File: config.mk
export PLATFORM = sky130hd
export DESIGN_NAME = seg7_scan_driver_flat
export DESIGN_NICKNAME = d
export VERILOG_FILES = /design/src/rtl/seg7_scan_driver_if.sv /design/src/rtl/seg7_scan_driver.sv /design/src/flat_wrapper.sv
export SDC_FILE = /design/constraint.sdc
export NUM_CORES = 1
export LEC_CHECK = 0
export CELL_PAD_IN_SITES_DETAIL_PLACEMENT = 1
export CELL_PAD_IN_SITES_GLOBAL_PLACEMENT = 2
export CORE_ASPECT_RATIO = 0.8
export CORE_MARGIN = 1.5
export CORE_UTILIZATION = 35
export DETAILED_ROUTE_END_ITERATION = 10
export GPL_ROUTABILITY_DRIVEN = 0
export GPL_TIMING_DRIVEN = 1
export PLACE_DENSITY = 0.91
export REMOVE_ABC_BUFFERS = 1
export SYNTH_ARGS = -nofsm -noshare
export SYNTH_HDL_FRONTEND = slang
export SYNTH_SLANG_ARGS = --single-unit
File: constraint.sdc
create_clock -name clk -period 5.4 [get_ports clk]
set_clock_uncertainty 0.2 [all_clocks]
set_input_delay 1.08 -clock clk [delete_from_list [all_inputs] [get_ports clk]]
set_output_delay 1.08 -clock clk [all_outputs]
set_load 0.01 [all_outputs]
File: src/rtl/seg7_scan_driver_if.sv
// Bundle between the glyph-word source and the four-digit seven-segment scan driver.
// The master supplies the glyph word and controls; the slave drives the anode/segment pins.
interface seg7_scan_driver_if;
    logic [15:0] word_in;
    logic        load;
    logic        en;
    logic [3:0]  an;
    logic [6:0]  seg;
    logic        frame_tick;

    modport master (
        output word_in, load, en,
        input  an, seg, frame_tick
    );

    modport slave (
        input  word_in, load, en,
        output an, seg, frame_tick
    );
endinterface

File: src/rtl/seg7_scan_driver.sv
// Four-digit multiplexed seven-segment driver: latches a 16-bit glyph word and scans
// digits 0..3, each slot ending in one dark guard cycle to suppress ghosting.
module seg7_scan_driver #(
    parameter int DIV_WIDTH  = 16,
    parameter bit ACTIVE_LOW = 1'b1
) (
    input  logic              clk,
    input  logic              rst,
    seg7_scan_driver_if.slave bus
);

    localparam logic [3:0] AN_OFF  = ACTIVE_LOW ? 4'hF : 4'h0;
    localparam logic [6:0] SEG_OFF = ACTIVE_LOW ? 7'h7F : 7'h00;

    logic [DIV_WIDTH-1:0] r_p;
    logic [1:0]           r_idx;
    logic [15:0]          r_disp;
    logic [3:0]           r_an;
    logic [6:0]           r_seg;
    logic                 r_frame_tick;

    logic                 w_pmax;
    logic                 w_lit;
    logic [3:0]           w_nib;
    logic [3:0]           w_an_raw;
    logic [6:0]           w_seg_raw;

    // Glyph codes map to letter shapes, bit order {g,f,e,d,c,b,a}; unused codes are blank.
    function automatic logic [6:0] glyph(input logic [3:0] code);
        case (code)
            4'd0:    glyph = 7'h77;
            4'd1:    glyph = 7'h7C;
            4'd2:    glyph = 7'h5E;
            4'd3:    glyph = 7'h79;
            4'd4:    glyph = 7'h37;
            4'd5:    glyph = 7'h07;
            4'd8:    glyph = 7'h6D;
            4'd9:    glyph = 7'h3E;
            4'd10:   glyph = 7'h1C;
            4'd12:   glyph = 7'h30;
            default: glyph = 7'h00;
        endcase
    endfunction

    assign w_pmax = &r_p;
    assign w_lit  = bus.en && !w_pmax;

    always_comb begin
        w_nib = r_disp[3:0];
        case (r_idx)
            2'd0: w_nib = r_disp[3:0];
            2'd1: w_nib = r_disp[7:4];
            2'd2: w_nib = r_disp[11:8];
            2'd3: w_nib = r_disp[15:12];
            default: w_nib = r_disp[3:0];
        endcase
    end

    // The last prescaler count of each slot is the dark guard cycle.
    assign w_an_raw  = w_lit ? (4'b0001 << r_idx) : 4'h0;
    assign w_seg_raw = w_lit ? glyph(w_nib) : 7'h00;

    always_ff @(posedge clk) begin
        if (rst) begin
            r_p          <= '0;
            r_idx        <= 2'd0;
            r_disp       <= 16'hFFFF;
            r_an         <= AN_OFF;
            r_seg        <= SEG_OFF;
            r_frame_tick <= 1'b0;
        end else begin
            r_p          <= r_p + 1'b1;
            if (w_pmax)
                r_idx    <= r_idx + 2'd1;
            if (bus.load)
                r_disp   <= bus.word_in;
            r_an         <= ACTIVE_LOW ? ~w_an_raw  : w_an_raw;
            r_seg        <= ACTIVE_LOW ? ~w_seg_raw : w_seg_raw;
            r_frame_tick <= w_pmax && (r_idx == 2'd3);
        end
    end

    assign bus.an         = r_an;
    assign bus.seg        = r_seg;
    assign bus.frame_tick = r_frame_tick;

endmodule

File: src/flat_wrapper.sv
// flat-port wrapper written by rule: the top's interface ports become plain ports
module seg7_scan_driver_flat 
#(
    parameter int DIV_WIDTH  = 16,
    parameter bit ACTIVE_LOW = 1'b1
)
  (clk, rst, bus_word_in, bus_load, bus_en, bus_an, bus_seg, bus_frame_tick);
  seg7_scan_driver_if bus_i ();
  input  logic clk;
  input  logic rst;
  input wire logic [$bits(bus_i.word_in)-1:0] bus_word_in;
  input wire logic [$bits(bus_i.load)-1:0] bus_load;
  input wire logic [$bits(bus_i.en)-1:0] bus_en;
  output wire logic [$bits(bus_i.an)-1:0] bus_an;
  output wire logic [$bits(bus_i.seg)-1:0] bus_seg;
  output wire logic [$bits(bus_i.frame_tick)-1:0] bus_frame_tick;
  assign bus_i.word_in = bus_word_in;
  assign bus_i.load = bus_load;
  assign bus_i.en = bus_en;
  assign bus_an = bus_i.an;
  assign bus_seg = bus_i.seg;
  assign bus_frame_tick = bus_i.frame_tick;
  seg7_scan_driver #(.DIV_WIDTH(DIV_WIDTH), .ACTIVE_LOW(ACTIVE_LOW)) u_core (.clk(clk), .rst(rst), .bus(bus_i));
endmodule
# Word-level counts from Yosys, hierarchy flattened
# Memory sizes are Yosys's and may differ from the RTL's.
# Index checks and enable logic that the tools add are counted.
[totals]
regBits = 46
mem_bits_ro = 112
in_bits = 20
wordCells = 23
mem_count = 1
[mem_list]
columns = ["name", "depth", "word_bits", "rd", "rd_clocked_by_memory_dff", "wr", "line_no", "source"]
rows = [
  ["(name not given)", 16, 7, 1, 0, 0, "seg7_scan_driver.sv:30", "case (code)"],
]
[op_classes]
add_sub_neg = 2
eq_ne = 3
n_shift = 1
mux = 3
n_bitwise = 2
n_reduce_logical = 5
[op_table]
columns = ["op", "n"]
rows = [
  ["16-bit by 1-bit adder with 16-bit output (second input constant)", 1],
  ["4-bit case mux with 4 select lines", 1],
  ["16-bit AND reduction", 1],
  ["7-bit 2-to-1 mux", 1],
  ["7-bit inverter", 1],
  ["2-bit == test (second input constant)", 2],
  ["4-bit 2-to-1 mux", 1],
  ["4-bit inverter", 1],
  ["1-bit by 2-bit left shift with 4-bit output (first input constant)", 1],
  ["2-bit by 1-bit adder with 2-bit output (second input constant)", 1],
  ["2-bit by 1-bit == test with 1-bit output (second input constant)", 1],
  ["1-bit logical AND", 2],
  ["2-bit logical NOT", 1],
  ["1-bit logical NOT", 1],
]

# Depth between registers and ports, before layout
[logic_depth]
word_depth = 5
ltp_mapped = 10

# Worst setup path before layout
# Ideal clock, no wire load.
[synth_path]
path_kind = "register to register"
startpoint = "register u_core.r_idx[1]"
endpoint = "register u_core.r_seg[5], in the netlist u_core.bus.seg[5]"
setup_ns = 0.122
arrival_ns = 1.985
required_ns = 5.078
path_slack_ns = 3.093
path_stages_with_launch = 11
period_less_slack_ns = 2.307
cell_sequence = "dfxtp_1 inv_1 ha_1 a222oi_1 mux2i_1 inv_1 ha_1 inv_1 a211oi_1 o2bb2ai_1 o31ai_1"
[synth_between]
elab_chain_cells = 5
elab_cells_between_ends = 8
[synth_lines]
columns = ["element", "line_no", "source"]
rows = [
  ["start, declared", "seg7_scan_driver.sv:16", "logic [1:0] r_idx;"],
  ["start signal, assigned", "seg7_scan_driver.sv:74", "r_idx <= r_idx + 2'd1;"],
  ["2-bit == test (tied with other cells)", "seg7_scan_driver.sv:50", "case (r_idx)"],
  ["4-bit case mux with 4 select lines (*)", "seg7_scan_driver.sv:50", ""],
  ["memory 16 x 7 bit (*)", "n/a", ""],
  ["7-bit 2-to-1 mux (*)", "seg7_scan_driver.sv:61", "assign w_seg_raw = w_lit ? glyph(w_nib) : 7'h00;"],
  ["7-bit inverter (*)", "seg7_scan_driver.sv:78", "r_seg <= ACTIVE_LOW ? ~w_seg_raw : w_seg_raw;"],
  ["end signal, assigned", "seg7_scan_driver.sv:78", ""],
  ["end, declared", "seg7_scan_driver.sv:19", "logic [6:0] r_seg;"],
]
# Mark *: on every way between the ends. The rest lies on a longest branch, timed or not.
# A chain may end at the register's enable or synchronous reset.

==> metrics <==
Post-Syn Area 0.002004 sq mm; Distinct cells, synth 46; placement row count 24; leakage 0.9657 nW; part of the Yosys area used for sequential elements ~46%; post-layout min period 3224 ps; Starting DRT DRC Count 80; worst vdd ir 0.0001430 V; Skew-Pair Late Insertion Delay 300 ps; Initial DRT Pass Iterations 4; detailed-route via count 1507; final count of negative-setup-slack endpoints 0; most common cell after layout, fill and taps aside dfxtp_1; worst slew margin relative to its limit between 30% and 40%; data arrival time of the critical path between 3000 and 4000 ps; path category of the worst min-delay check reg -> reg; die area 0.006193 sq mm; Avg WL per Cell between 10 and 15 um; max-slew violation total from the final report 0; share of async-settable or async-resettable flops after synthesis 0%; Top FF cell, synth dfxtp_1; Clock transition at path regs 80 ps; number of global-route vias before repair about 1.4k; library cell used as clock root buffer clkbuf_8; yosys synthesis warning count 0; pin count of the biggest net entering global routing 20; Layout area overhead 24.10%; minimum setup slack among reg-to-reg paths around 2600 ps; maximum level of the CTS H-tree 2; unrepaired setup endpoints after global routing false; worst-margin pin slew ~940 ps; TritonCTS clock tree done; worst endpoint required time ~5400 ps; highest clock frequency the design can meet about 310 MHz; number of synthesized register bits between 40 and 50; Die X between 80 and 90 um; Max Cap Violations 0; number of CTS-inserted buffers 5; nature of the critical path endpoint flip-flop; share of layout cells above drive strength 1 under 10%; remaining global-route overflow 0; pwr/cell area 268.6 mW/mm^2; number of inserted filler cells in the final layout approximately 640; CTS Hold Buffers Added 0; total power of the final layout approximately 0.67 mW; Max clock buf depth 2; initial antenna violation count 0; average cell area after synthesis between 9 and 10 sq um; nets@finish 267; area inside the core boundary between 0.005 and 0.006 sq mm; number of antenna repair diodes 0; Boundary Pins 32; Worst Setup Start Kind input pin; total DRC errors in the routed layout 0; starting utilization of the core area between 30% and 40%; result of the run complete, no violations; vias per inst between 4 and 5; period utilisation layout between 50% and 60%; number of enable-type register cells in the synthesized netlist 0; chip height approximately 70 um; number of clock sinks 46; CP Max Fanout 19; final count of hold timing violations 0; total routing usage reported by global routing ~15%; Worst Path Class, Setup in -> reg; Sequential Area 920.9 sq um; Setup TNS Final 0 ps; HPWL after detailed placement 3093 um; count of buffers from port buffering 31; total detailed-routing wirelength 4230 um; post-CTS setup-driven buffer insertion count 0; first-pass GRT wire length between 7000 and 8000 um; commonest cells after routing, fill and taps aside 46 x dfxtp_1, 31 x clkdlybuf4s50_1, 22 x nand2_1; Antenna Violating Nets Remaining 0; area used by multi-input combinational logic about 0.001 sq mm; synthesized instance count just over 200; cells resized by post-CTS repair 0
## final timing paths
| kind | from | endpoint | depth (start not counted) |
|---|---|---|---|
| max | rst | u_core.bus.seg[1]$_SDFF_PP1_ | 4 |
| min | u_core.r_p[0]$_SDFF_PP0_ | u_core.r_p[0]$_SDFF_PP0_ | 1 |
| max reg2reg | u_core.r_idx[0]$_SDFFE_PP0P_ | u_core.bus.seg[5]$_SDFF_PP1_ | 10 |
| min reg2reg | u_core.r_p[0]$_SDFF_PP0_ | u_core.r_p[0]$_SDFF_PP0_ | 1 |
## final cells by class
cell class	count	share of cell area (%)
repair buffers	31	12.47
clock inverters	3	1.811
well taps	78	3.924
clock buffers	5	2.767
multi-input cells	142	40.34
inverters	11	1.660
flip-flops and latches	46	37.02
## cell usage after synthesis, drive strengths merged (5+ instances only)
library cell,n,share of area (%)
ha,10,6.2
nand3,12,3.9
nand2,24,4.7
nor2,16,3.0
a21oi,6,1.5
inv,10,1.9
o21ai,7,2.1
xor2,5,2.2
xnor2,7,3.1
mux2i,17,8.5
dfxtp,46,46
## flip-flops by register name, indices dropped and copies added, names as in the netlist
name,flops
u_core.r_p,16
u_core.bus.seg,7
u_core.r_idx,2
u_core.r_disp,16
u_core.bus.an,4
u_core.bus.frame_tick,1
## cell families (layout without fill, tap and decap cells)
kind of cell               count (synthesis)  in the layout  synth area share (%)
adders and majority gates                 10             10                 6.242
buffers and inverters                     18             50                 3.994
muxes                                     18             18                 9.051
DFF                                       46             46                 45.94
and+or+nand+nor                           75             75                 19.66
xor gates and xnor gates                  12             12                 5.243
AOI/OAI and AO/OA                         27             27                 9.863
## metal layers
metal | vias up | part of all wire [%] | GRT usage (%) | wire [um]
met3 | 6 | 3.1 | 3.617 | 130
met2 | 25 | 41 | 20.26 | 1733
li1 | 782 | - | - | -
met4 | 0 | 1.9 | 6.878 | 80
met1 | 694 | 54 | 21.71 | 2286
met5 | - | 0 | 0 | 0
## worst max-delay path: stages
cell             delay [ps]
clkdlybuf4s50_1         910
clkinv_1                640
o211a_1                 450
o311ai_1                140
## power breakdown
part	internal [mW]	leakage [nW]	switching [mW]
Sequential	0.350	0.376	0.00617
Clock	0.138	0.0504	0.118
Combinational	0.0290	0.539	0.0271
Total	0.516	0.966	0.152
## per-stage QoR
step | setup slack (ps) | instances | area (sq um) | hold WS [ps] | util [%]
4_1_cts | 2125 | 316 | 2487 | 288.1 | 45.26
2_1_floorplan | 3078 | 199 | 1966 | 237.8 | -
3_3_place_gp | 1879 | 308 | 2374 | 255.9 | 43.19
6_report | 2176 | 316 | 2487 | 283.8 | 45.26
5_1_grt | 1933 | 316 | 2487 | 312.3 | 45.26
3_5_place_dp | 1814 | 308 | 2374 | 263.4 | 43.19
No activity file was read; power rests on OpenSTA's default activity.
